[config.mk]
export PLATFORM = sky130hd
export DESIGN_NAME = alu_arbiter_flat
export DESIGN_NICKNAME = d
export VERILOG_FILES = /design/src/rtl/alu_arbiter_pkg.sv /design/src/rtl/alu_arbiter_if.sv /design/src/rtl/alu_addsub.sv /design/src/rtl/alu_arbiter.sv /design/src/flat_wrapper.sv
export SDC_FILE = /design/constraint.sdc
export NUM_CORES = 1
export LEC_CHECK = 0
export CORE_MARGIN = 5
export CORE_UTILIZATION = 45
export CTS_CLUSTER_SIZE = 28
export DETAILED_ROUTE_END_ITERATION = 10
export GPL_TIMING_DRIVEN = 0
export PLACE_DENSITY = 0.78
export RECOVER_POWER = 100
export SLEW_MARGIN = 10
export SYNTH_ARGS = -nofsm -noshare
export SYNTH_HDL_FRONTEND = slang
export SYNTH_SLANG_ARGS = --single-unit
[constraint.sdc]
create_clock -name clk -period 1.9 [get_ports clk]
set_clock_uncertainty 0.2 [all_clocks]
set_input_delay 0.38 -clock clk [delete_from_list [all_inputs] [get_ports clk]]
set_output_delay 0.38 -clock clk [all_outputs]
set_load 0.05 [all_outputs]
[src/rtl/alu_arbiter_pkg.sv]
// Shared definitions for the two-requester add/subtract arbiter:
// FSM states, op encoding, default datapath width and the round-robin pick.
package alu_arbiter_pkg;

    localparam int DEFAULT_WIDTH = 3;

    localparam logic OP_ADD = 1'b0;
    localparam logic OP_SUB = 1'b1;

    typedef enum logic [1:0] {
        ST_IDLE = 2'd0,
        ST_EXEC = 2'd1,
        ST_DONE = 2'd2
    } state_e;

    // A lone requester always wins; on contention the one not served last wins.
    function automatic logic rr_pick(input logic [1:0] valid, input logic last_id);
        logic pick;
        case (valid)
            2'b01:   pick = 1'b0;
            2'b10:   pick = 1'b1;
            default: pick = ~last_id;
        endcase
        return pick;
    endfunction

endpackage

[src/rtl/alu_arbiter_if.sv]
// Request/result bundle between two requesters, the arbiter and the result sink.
// slave is the arbiter side, master is the requester/consumer side.
interface alu_arbiter_if #(
    parameter int WIDTH = alu_arbiter_pkg::DEFAULT_WIDTH
);
    logic [1:0]       req_valid;
    logic [1:0]       req_ready;
    logic [WIDTH-1:0] a0;
    logic [WIDTH-1:0] b0;
    logic             op0;
    logic [WIDTH-1:0] a1;
    logic [WIDTH-1:0] b1;
    logic             op1;
    logic             res_valid;
    logic             res_ready;
    logic [WIDTH-1:0] res_data;
    logic             res_id;

    modport slave (
        input  req_valid, a0, b0, op0, a1, b1, op1, res_ready,
        output req_ready, res_valid, res_data, res_id
    );

    modport master (
        output req_valid, a0, b0, op0, a1, b1, op1, res_ready,
        input  req_ready, res_valid, res_data, res_id
    );
endinterface

[src/rtl/alu_addsub.sv]
// Combinational modulo-2^WIDTH adder/subtractor; subtraction is a + ~b + 1
// so both ops share one carry chain.
module alu_addsub
    import alu_arbiter_pkg::*;
#(
    parameter int WIDTH = DEFAULT_WIDTH
) (
    input  logic [WIDTH-1:0] a,
    input  logic [WIDTH-1:0] b,
    input  logic             op,
    output logic [WIDTH-1:0] y
);
    logic [WIDTH-1:0] b_eff;
    logic [WIDTH-1:0] cin;

    always_comb begin
        b_eff = (op == OP_SUB) ? ~b : b;
        cin   = {{(WIDTH-1){1'b0}}, (op == OP_SUB)};
        y     = a + b_eff + cin;
    end
endmodule

[src/rtl/alu_arbiter.sv]
// Two-requester round-robin front end for a single shared add/sub unit.
// IDLE accepts one request, EXEC registers the result, DONE holds it until taken.
module alu_arbiter
    import alu_arbiter_pkg::*;
#(
    parameter int WIDTH = DEFAULT_WIDTH
) (
    input  logic         clk,
    input  logic         reset_n,
    alu_arbiter_if.slave bus,
    output logic         busy
);
    state_e           state_q, state_d;
    logic [WIDTH-1:0] a_q, a_d;
    logic [WIDTH-1:0] b_q, b_d;
    logic             op_q, op_d;
    logic             id_q, id_d;
    logic             last_q, last_d;
    logic [WIDTH-1:0] res_data_q, res_data_d;
    logic             res_id_q, res_id_d;
    logic             res_valid_q, res_valid_d;
    logic             busy_q, busy_d;

    logic             grant_id;
    logic             accept;
    logic [WIDTH-1:0] alu_y;

    // The ALU only ever sees the captured operands, so one instance serves both.
    alu_addsub #(.WIDTH(WIDTH)) u_addsub (
        .a  (a_q),
        .b  (b_q),
        .op (op_q),
        .y  (alu_y)
    );

    always_comb begin
        grant_id = rr_pick(bus.req_valid, last_q);
        accept   = (state_q == ST_IDLE) && (bus.req_valid != 2'b00);
        bus.req_ready = 2'b00;
        if (accept) bus.req_ready[grant_id] = 1'b1;
    end

    always_comb begin
        state_d     = state_q;
        a_d         = a_q;
        b_d         = b_q;
        op_d        = op_q;
        id_d        = id_q;
        last_d      = last_q;
        res_data_d  = res_data_q;
        res_id_d    = res_id_q;
        res_valid_d = res_valid_q;

        case (state_q)
            ST_IDLE: begin
                if (accept) begin
                    state_d = ST_EXEC;
                    a_d     = grant_id ? bus.a1  : bus.a0;
                    b_d     = grant_id ? bus.b1  : bus.b0;
                    op_d    = grant_id ? bus.op1 : bus.op0;
                    id_d    = grant_id;
                    last_d  = grant_id;
                end
            end
            ST_EXEC: begin
                state_d     = ST_DONE;
                res_data_d  = alu_y;
                res_id_d    = id_q;
                res_valid_d = 1'b1;
            end
            ST_DONE: begin
                if (bus.res_ready) begin
                    state_d     = ST_IDLE;
                    res_valid_d = 1'b0;
                end
            end
            default: begin
                state_d     = ST_IDLE;
                res_valid_d = 1'b0;
            end
        endcase

        busy_d = (state_d != ST_IDLE);
    end

    // Reset leaves the pointer on requester 1 so requester 0 wins the first tie.
    always_ff @(posedge clk or negedge reset_n) begin
        if (!reset_n) begin
            state_q     <= ST_IDLE;
            a_q         <= '0;
            b_q         <= '0;
            op_q        <= OP_ADD;
            id_q        <= 1'b0;
            last_q      <= 1'b1;
            res_data_q  <= '0;
            res_id_q    <= 1'b0;
            res_valid_q <= 1'b0;
            busy_q      <= 1'b0;
        end else begin
            state_q     <= state_d;
            a_q         <= a_d;
            b_q         <= b_d;
            op_q        <= op_d;
            id_q        <= id_d;
            last_q      <= last_d;
            res_data_q  <= res_data_d;
            res_id_q    <= res_id_d;
            res_valid_q <= res_valid_d;
            busy_q      <= busy_d;
        end
    end

    assign bus.res_data  = res_data_q;
    assign bus.res_id    = res_id_q;
    assign bus.res_valid = res_valid_q;
    assign busy          = busy_q;

endmodule

[src/flat_wrapper.sv]
// flat-port wrapper written by rule: the top's interface ports become plain ports
module alu_arbiter_flat import alu_arbiter_pkg::*;
#(
    parameter int WIDTH = DEFAULT_WIDTH
)
  (clk, reset_n, busy, bus_req_valid, bus_a0, bus_b0, bus_op0, bus_a1, bus_b1, bus_op1, bus_res_ready, bus_req_ready, bus_res_valid, bus_res_data, bus_res_id);
  alu_arbiter_if #(.WIDTH(WIDTH)) bus_i ();
  input  logic clk;
  input  logic reset_n;
  output logic busy;
  input wire logic [$bits(bus_i.req_valid)-1:0] bus_req_valid;
  input wire logic [$bits(bus_i.a0)-1:0] bus_a0;
  input wire logic [$bits(bus_i.b0)-1:0] bus_b0;
  input wire logic [$bits(bus_i.op0)-1:0] bus_op0;
  input wire logic [$bits(bus_i.a1)-1:0] bus_a1;
  input wire logic [$bits(bus_i.b1)-1:0] bus_b1;
  input wire logic [$bits(bus_i.op1)-1:0] bus_op1;
  input wire logic [$bits(bus_i.res_ready)-1:0] bus_res_ready;
  output wire logic [$bits(bus_i.req_ready)-1:0] bus_req_ready;
  output wire logic [$bits(bus_i.res_valid)-1:0] bus_res_valid;
  output wire logic [$bits(bus_i.res_data)-1:0] bus_res_data;
  output wire logic [$bits(bus_i.res_id)-1:0] bus_res_id;
  assign bus_i.req_valid = bus_req_valid;
  assign bus_i.a0 = bus_a0;
  assign bus_i.b0 = bus_b0;
  assign bus_i.op0 = bus_op0;
  assign bus_i.a1 = bus_a1;
  assign bus_i.b1 = bus_b1;
  assign bus_i.op1 = bus_op1;
  assign bus_i.res_ready = bus_res_ready;
  assign bus_req_ready = bus_i.req_ready;
  assign bus_res_valid = bus_i.res_valid;
  assign bus_res_data = bus_i.res_data;
  assign bus_res_id = bus_i.res_id;
  alu_arbiter #(.WIDTH(WIDTH)) u_core (.clk(clk), .reset_n(reset_n), .bus(bus_i), .busy(busy));
endmodule
Word level (Yosys, flattened, before mapping)
Index checks and enable logic that the tools add are counted.
Operators by class
  add/subtract/negate cells: 2
  magnitude comparators: 2
  equality and inequality tests: 5
  muxes and demuxes: 13
  bitwise operators: 3
  reductions and logical operators: 7
Operator list (number)
  $mux W3: 3
  $mux W2: 3
  $pmux W2 S3: 1
  $eq A2 B1 Y1 const B: 2
  $eq A2 B2 Y1 const B: 2
  $reduce_and A2 Y1: 2
  $reduce_bool A2 Y1: 2
  $add A3 B1 Y3: 1
  $add A3 B3 Y3: 1
  $mux W1: 3
  $not A3 Y3: 1
  $pmux W1 S3: 1
  $logic_and A1 B1 Y1: 2
  $logic_not A2 Y1: 1
  $lt A1 B2 Y1 const B: 1
  $ne A2 B2 Y1 const B: 1
  $not A1 Y1: 2
  $pmux W1 S2: 1
  $demux W1 S1: 1
  $ge A1 B1 Y1 const B: 1
Storage, ports and cells
  register bits: 17
  input port bits: 19
  output and inout port bits: 8
  word-level logic and storage cells: 42

Depth between registers and ports, before layout
Gate-level depths: netlist of run 1.
  word-level depth: 7
  mapped depth: 7
  mapped depth without buffers: 6

Modules after synthesis
From an unflattened synthesis of run 1, not the netlist that was laid out.
Second synthesis, totals
  cells, all modules: 85
  area, all modules: 898.4 µm²
Modules (own cells, without submodules)
  alu_arbiter: times used 1, cells an instance 76, area each 817.0 µm², sequential area each 426.7 µm²
  alu_addsub: times used 1, cells an instance 9, area each 81.3 µm², sequential area each 0.0 µm²

Least setup slack after synthesis of run 1
No wires, ideal clock.
  path kind: input port to output port
  start point: input port bus_req_valid[0]
  end point: output port bus_req_ready[1]
  arrival time: 1.879 ns
  required time: 1.320 ns
  slack: -0.559 ns
  stages on the path: 5
  path buffers: 1
  cells stage by stage: inv_1 ha_1 or2_1 clkbuf_1 a21oi_1
On the way
  cells in the longest elaborated chain, start to end: 7
Ends and longest elaborated chain
  start: declaration: RTL line flat_wrapper.sv:11  | input wire logic [$bits(bus_i.req_valid)-1:0] bus_req_valid;
  $eq A2 B2 Y1 or $eq A2 B1 Y1 (tied branches): RTL line alu_arbiter_pkg.sv:19  | case (valid)
  $pmux W1 S2: RTL line alu_arbiter_pkg.sv:19
  $lt A1 B2 Y1 (not written as such) or $ge A1 B1 Y1 (tied branches): RTL line alu_arbiter.sv:40  | if (accept) bus.req_ready[grant_id] = 1'b1;
  $logic_and A1 B1 Y1 (not written as such): RTL line alu_arbiter.sv:40
  $mux W1 (not written as such): RTL line alu_arbiter.sv:40
  $demux W1 S1
  $mux W2 *: RTL line alu_arbiter.sv:40
  end: declaration: RTL line flat_wrapper.sv:19  | output wire logic [$bits(bus_i.req_ready)-1:0] bus_req_ready;
Mark *: on every way between the ends. The rest lies on a longest branch, timed or not.

Worst setup path after layout of run 1
  start point: register u_core.state_q[0]
  end point: output port bus_req_ready[0]
On the way
  cells in the longest elaborated chain, start to end: 3
Ends and longest elaborated chain
  start: declaration: RTL line alu_arbiter.sv:13  | state_e state_q, state_d;
  start signal: assignment: RTL line alu_arbiter.sv:100  | state_q <= state_d;
  $logic_not A2 Y1: RTL line alu_arbiter.sv:38  | accept = (state_q == ST_IDLE) && (bus.req_valid != 2'b00);
  $logic_and A1 B1 Y1: RTL line alu_arbiter.sv:38
  $mux W2: RTL line alu_arbiter.sv:40
Every way passes these cells.

==> summary.txt, run 1 <==
worst setup margin: -0.167 ns
R2R cell count: 5
H-tree lvl count: 1
Netlist cell types: 26
Crit path max-delay family: simple AND/OR/NAND/NOR gates
clk_lat worst skew: 0.29 ns
ANT cells: 0
worst endpoint required time: 1.32 ns
I/O pins: 27
remaining antenna violation count: 0
sequential-to-total area share from yosys stat: 49.4%
total global routing overflow: 0
Die Area: 2890 um2
PortBufs: 26
Min-Delay Path Class: register to register
CP cell instances: or3_4 -> nor3_4 -> buf_6
pwr/cell area: 1690 nW/um2
crit path time final: 2.07 ns
Syn Nets: 109
Die H: 53.8 um
worst reg2reg startpoint: u_core.op_q
top cells by area, synth: dfrtp_1, o21ai_0, a31oi_1
Mapped Cells: 87
first-pass GRT wire length: 3.36 mm
synth warn: 0
Via density: 5.06
area share of the largest cell type after synthesis: 46.4%
CP max FO: 4
P&R area growth vs syn: 43.3%
Final setup violation count: 2
Post-synth EDFFs: 0
unrepaired setup endpoints after global routing: true
top-count cell post-synth: dfrtp_1
Hold Path Cell Cnt: 2
Final Cycle Share: 109%
syn avg cell area: 9.92 um2
ys flop type: dfrtp_1
CP endpoint kind: primary output
routability cong.: 0.714
core footprint: 1780 um2
HPWL Detailed: 1.46 mm
drt wl/cell: 13.3 um
VDD IR max: 0.000809 V
DIE WIDTH: 53.8 um
Worst slew margin: 48.9%
Max clock buf depth: 2
Pwr Total: 2.09 mW
layout cell share with drive strength beyond 1: 21.0%
Remaining DRCs: 0
Inserted Clock Buffers: 3
DR pass1 iterations: 5
HP Start: u_core.bus.res_data[0]
Initial Util: 48.4%
P_leak: 0.528 nW
area leader, netlist: dfrtp_1
worst r2r dst: u_core.bus.res_data[2]
Hold EP: u_core.bus.res_data[0]
final WL: 1.91 mm
fraction of registers with async set/reset: 100%
vias: 728
TritonCTS Sinks: 17
Initial DRC Count: 8
CP max stage cell: or3_4
reg-to-reg slack, setup: 0.16 ns
FF+latch count, synth: 17
Max stage delay on crit path: 0.44 ns
layout net count: 142
failing checks: negative setup slack
status: finished, violations left
Overall Global Routing Usage: 16.3%
Worst-Margin Slew: 0.764 ns
TritonCTS clock tree: built
Startpoint Class: register
Place WS: -1.39 ns
# fillers: 155
Crit path buffers/inverters: 1
initial antenna violation count: 0
critical path arrival: 1.49 ns
Placement Rows: 15
Max Clk Rate: 484 MHz
Post-synth top cells: dfrtp_1, nor2_1, o21ai_0
root buffer cell: clkbuf_4
vias in the first global route: 786
Fin. Hold Viols: 0
max-slew violation count: 0
largest net degree at the start of global routing: 18
Critical Setup Path Class: register to primary output
clock transition at the registers of the reported paths: 0.10 ns
max cap viols: 0
Mapped Area: 863 um2
## logic make-up after synthesis
group / Yosys count / synth area share, %
mux: 2 / 2.46
simple gates: 32 / 18.8
fa+ha+maj: 3 / 5.22
buf+inv: 8 / 6.09
flops: 17 / 49.4
xor+xnor: 5 / 5.07
compound gates: 20 / 12.9
## cell type report
cell class | count | area [um2] | area share (%)
buffer | 3 | 31.3 | 2.53
clock buffer | 4 | 26.3 | 2.12
inverter | 4 | 35.0 | 2.83
multi-input combinational | 62 | 413 | 33.4
sequential | 17 | 427 | 34.5
tap | 25 | 31.3 | 2.53
timing repair buffer | 29 | 274 | 22.1
## what timing repair did
action                                  4_1_cts  5_1_grt
endpoints found under the setup margin       17        2
hold buffers                                  0        0
setup buffers                                 1        2
pin swaps                                     2        2
resized for setup                            30        3
## worst max-delay path by stage
stage | startpoint | to | cells past startpoint
2_1_floorplan | bus_req_valid[1] | bus_req_ready[0] | 5
3_3_place_gp | bus_req_valid[1] | bus_req_ready[1] | 7
3_5_place_dp | bus_req_valid[1] | bus_req_ready[1] | 7
4_1_cts | u_core.state_q[0] | bus_req_ready[0] | 3
5_1_grt | u_core.state_q[0] | bus_req_ready[0] | 3
6_report | u_core.state_q[0] | bus_req_ready[0] | 3
## state kept, by name, summed over array words and instances, names as in the netlist
register and count:
u_core.a_q 3, u_core.b_q 3, u_core.bus.res_data 3, u_core.state_q 2, u_core.bus.res_id 1, u_core.bus.res_valid 1, u_core.busy 1, u_core.id_q 1
u_core.last_q 1, u_core.op_q 1
## power breakdown
part	total, mW	internal [mW]	switching (mW)
registers	0.681	0.557	0.125
clock network	0.194	0.0816	0.112
logic	1.21	0.505	0.707
total	2.09	1.14	0.943
## metal layers
layer	vias up	GRT usage [%]	routed length [um]
li1	362	-	-
met1	340	18.8	758
met2	21	27.6	1030
met3	5	3.05	73
met4	0	10.2	49
met5	-	0	0
## per-stage QoR
stage | util, % | hold WS, ns | std cells | TNS [ns] | instance area, um2
2_1_floorplan | - | -0.116 | 87 | -0.125 | 906
3_3_place_gp | 67.2 | 0.259 | 138 | -6.63 | 1200
3_5_place_dp | 67.2 | 0.270 | 138 | -7.23 | 1200
4_1_cts | 68.1 | 0.287 | 142 | -0.386 | 1210
5_1_grt | 69.4 | 0.322 | 144 | -0.379 | 1240
6_report | 69.4 | 0.283 | 144 | -0.267 | 1240
## tightest hold or removal path, cell delays in order, from the launching register on
cell and delay, ns:
dfrtp_1 0.35, nand2_1 0.04, o21ai_0 0.06
## cell usage in the layout, fill, tap and decap left out, types with 2 or more instances in the layout
master           count
buf_4                3
clkbuf_4             4
nor2_2               3
nor2_1              10
xnor2_1              4
buf_6                3
clkdlybuf4s50_1     15
clkbuf_1             2
dlygate4sd2_1        6
a31oi_1              7
nand3_1              8
dfrtp_1             16
nand2_1              6
o21ai_0             11
(Power assumes the default switching activity.)
==> run 2: changes to the inputs <==
--- a/config.mk
+++ b/config.mk
@@ -13,4 +13,5 @@
 export PLACE_DENSITY = 0.78
 export RECOVER_POWER = 100
+export SETUP_SLACK_MARGIN = 0.2
 export SLEW_MARGIN = 10
 export SYNTH_ARGS = -nofsm -noshare
==> constraint.sdc (replaced) <==
create_clock -name clk -period 1.97 [get_ports clk]
set_clock_uncertainty 0.2 [all_clocks]
set_input_delay 0.197 -clock clk [delete_from_list [all_inputs] [get_ports clk]]
set_output_delay 0.197 -clock clk [all_outputs]
set_load 0.05 [all_outputs]
==> run 2 against run 1 <==
Net effect: global-route usage shrank 0.83 points; register-to-register slack gained 0.08 ns; flip-flop and latch count is the same; largest power group unchanged; the run now ends clean; critical path type unchanged.
==> summary.txt, run 2 (synthesized netlist as in run 1, its figures left out) <==
CP max FO: 4
Max Clk Rate: 532 MHz
Remaining DRCs: 0
ANT cells: 0
Place WS: -0.876 ns
I/O pins: 27
HPWL Detailed: 1.39 mm
clock transition at the registers of the reported paths: 0.11 ns
Min-Delay Path Class: input pin to async pin
initial antenna violation count: 0
CP max stage cell: or3_4
VDD IR max: 0.000839 V
worst setup margin: 0.0894 ns
layout cell share with drive strength beyond 1: 20.5%
drt wl/cell: 13.0 um
# fillers: 148
P_leak: 0.533 nW
largest net degree at the start of global routing: 18
final WL: 1.91 mm
Worst-Margin Slew: 0.752 ns
Max stage delay on crit path: 0.42 ns
CP endpoint kind: primary output
Die Area: 2890 um2
most frequent cells in the layout: clkdlybuf4s50_1, dfrtp_1, nor2_1, o21ai_0
Initial DRC Count: 4
first-pass GRT wire length: 3.17 mm
DIE WIDTH: 53.8 um
reg-to-reg slack, setup: 0.24 ns
Placement Rows: 15
Inserted Clock Buffers: 3
PortBufs: 26
layout net count: 145
R2R cell count: 5
worst endpoint required time: 1.57 ns
CP cell instances: or3_4 -> nor3_4 -> buf_4
Startpoint Class: register
total global routing overflow: 0
Worst slew margin: 49.7%
worst r2r dst: u_core.bus.res_data[2]
worst reg2reg startpoint: u_core.op_q
Pwr Total: 1.97 mW
final instance area: 1230 um2
Via density: 5.07
TritonCTS clock tree: built
DR pass1 iterations: 4
Max clock buf depth: 2
remaining antenna violation count: 0
Final Cycle Share: 95.5%
Die H: 53.8 um
Critical Setup Path Class: register to primary output
pwr/cell area: 1610 nW/um2
cell area after placement: 1170 um2
H-tree lvl count: 1
Overall Global Routing Usage: 15.5%
Hold WS: 0.203 ns
crit path time final: 1.88 ns
Fin. Hold Viols: 0
max-slew violation count: 0
TritonCTS Sinks: 17
root buffer cell: clkbuf_4
vias: 746
Initial Util: 48.4%
Crit path buffers/inverters: 1
status: completed
Final setup violation count: 0
Crit path max-delay family: simple AND/OR/NAND/NOR gates
P&R area growth vs syn: 42.3%
max cap viols: 0
routability cong.: 0.758
vias in the first global route: 786
clk_lat worst skew: 0.29 ns
unrepaired setup endpoints after global routing: true
critical path arrival: 1.48 ns
core footprint: 1780 um2
-- run 2: area by class of cell --
type,count,area (um2),share of cell area [%]
sequential,17,428,34.8
multi-input combinational,62,410,33.4
timing repair buffer,31,275,22.4
buffer,4,36.3,2.95
tap,25,31.3,2.55
clock buffer,3,22.5,1.83
inverter,4,20.0,1.63
clock inverter,1,5.00,0.407
-- run 2: worst max path at each step --
stage	start	end	slack, ns	cells past startpoint
finish	u_core.state_q[0]	bus_req_ready[0]	0.09	3
global route	u_core.state_q[0]	bus_req_ready[0]	0.04	3
CTS	u_core.state_q[0]	bus_req_ready[0]	0.11	3
detailed placement	bus_req_valid[1]	bus_req_ready[1]	-0.88	7
global placement	bus_req_valid[0]	bus_req_ready[1]	-0.83	7
floorplan	u_core.state_q[0]	u_core.id_q	0.19	3
-- run 2: through the flow --
stage	util, %	cells	setup TNS (ns)
5_1_grt	68.9	147	0
3_3_place_gp	65.4	138	-2.29
4_1_cts	70.3	146	0
3_5_place_dp	65.4	138	-2.96
2_1_floorplan	-	87	0
6_report	68.9	147	0
-- run 2: metal layers --
metal  routed length [um]  global-route usage, %
met1                  810                   17.0
met2                  991                   28.4
met3                   71                   1.66
met4                   39                   8.94
met5                    0                      0
-- run 2: where the power goes --
group	switching (mW)	leakage (nW)	total, mW	internal (mW)
Clock	0.116	0.0177	0.192	0.0755
Sequential	0.120	0.196	0.659	0.539
Combinational	0.673	0.320	1.12	0.450
Total	0.909	0.533	1.97	1.06
-- run 2: what timing repair did --
action / in CTS / in global routing
pin swaps: 3 / 0
setup buffers: 4 / 1
resized for setup: 34 / 2
setup endpoints to repair: 15 / 3
hold buffers: 0 / 0
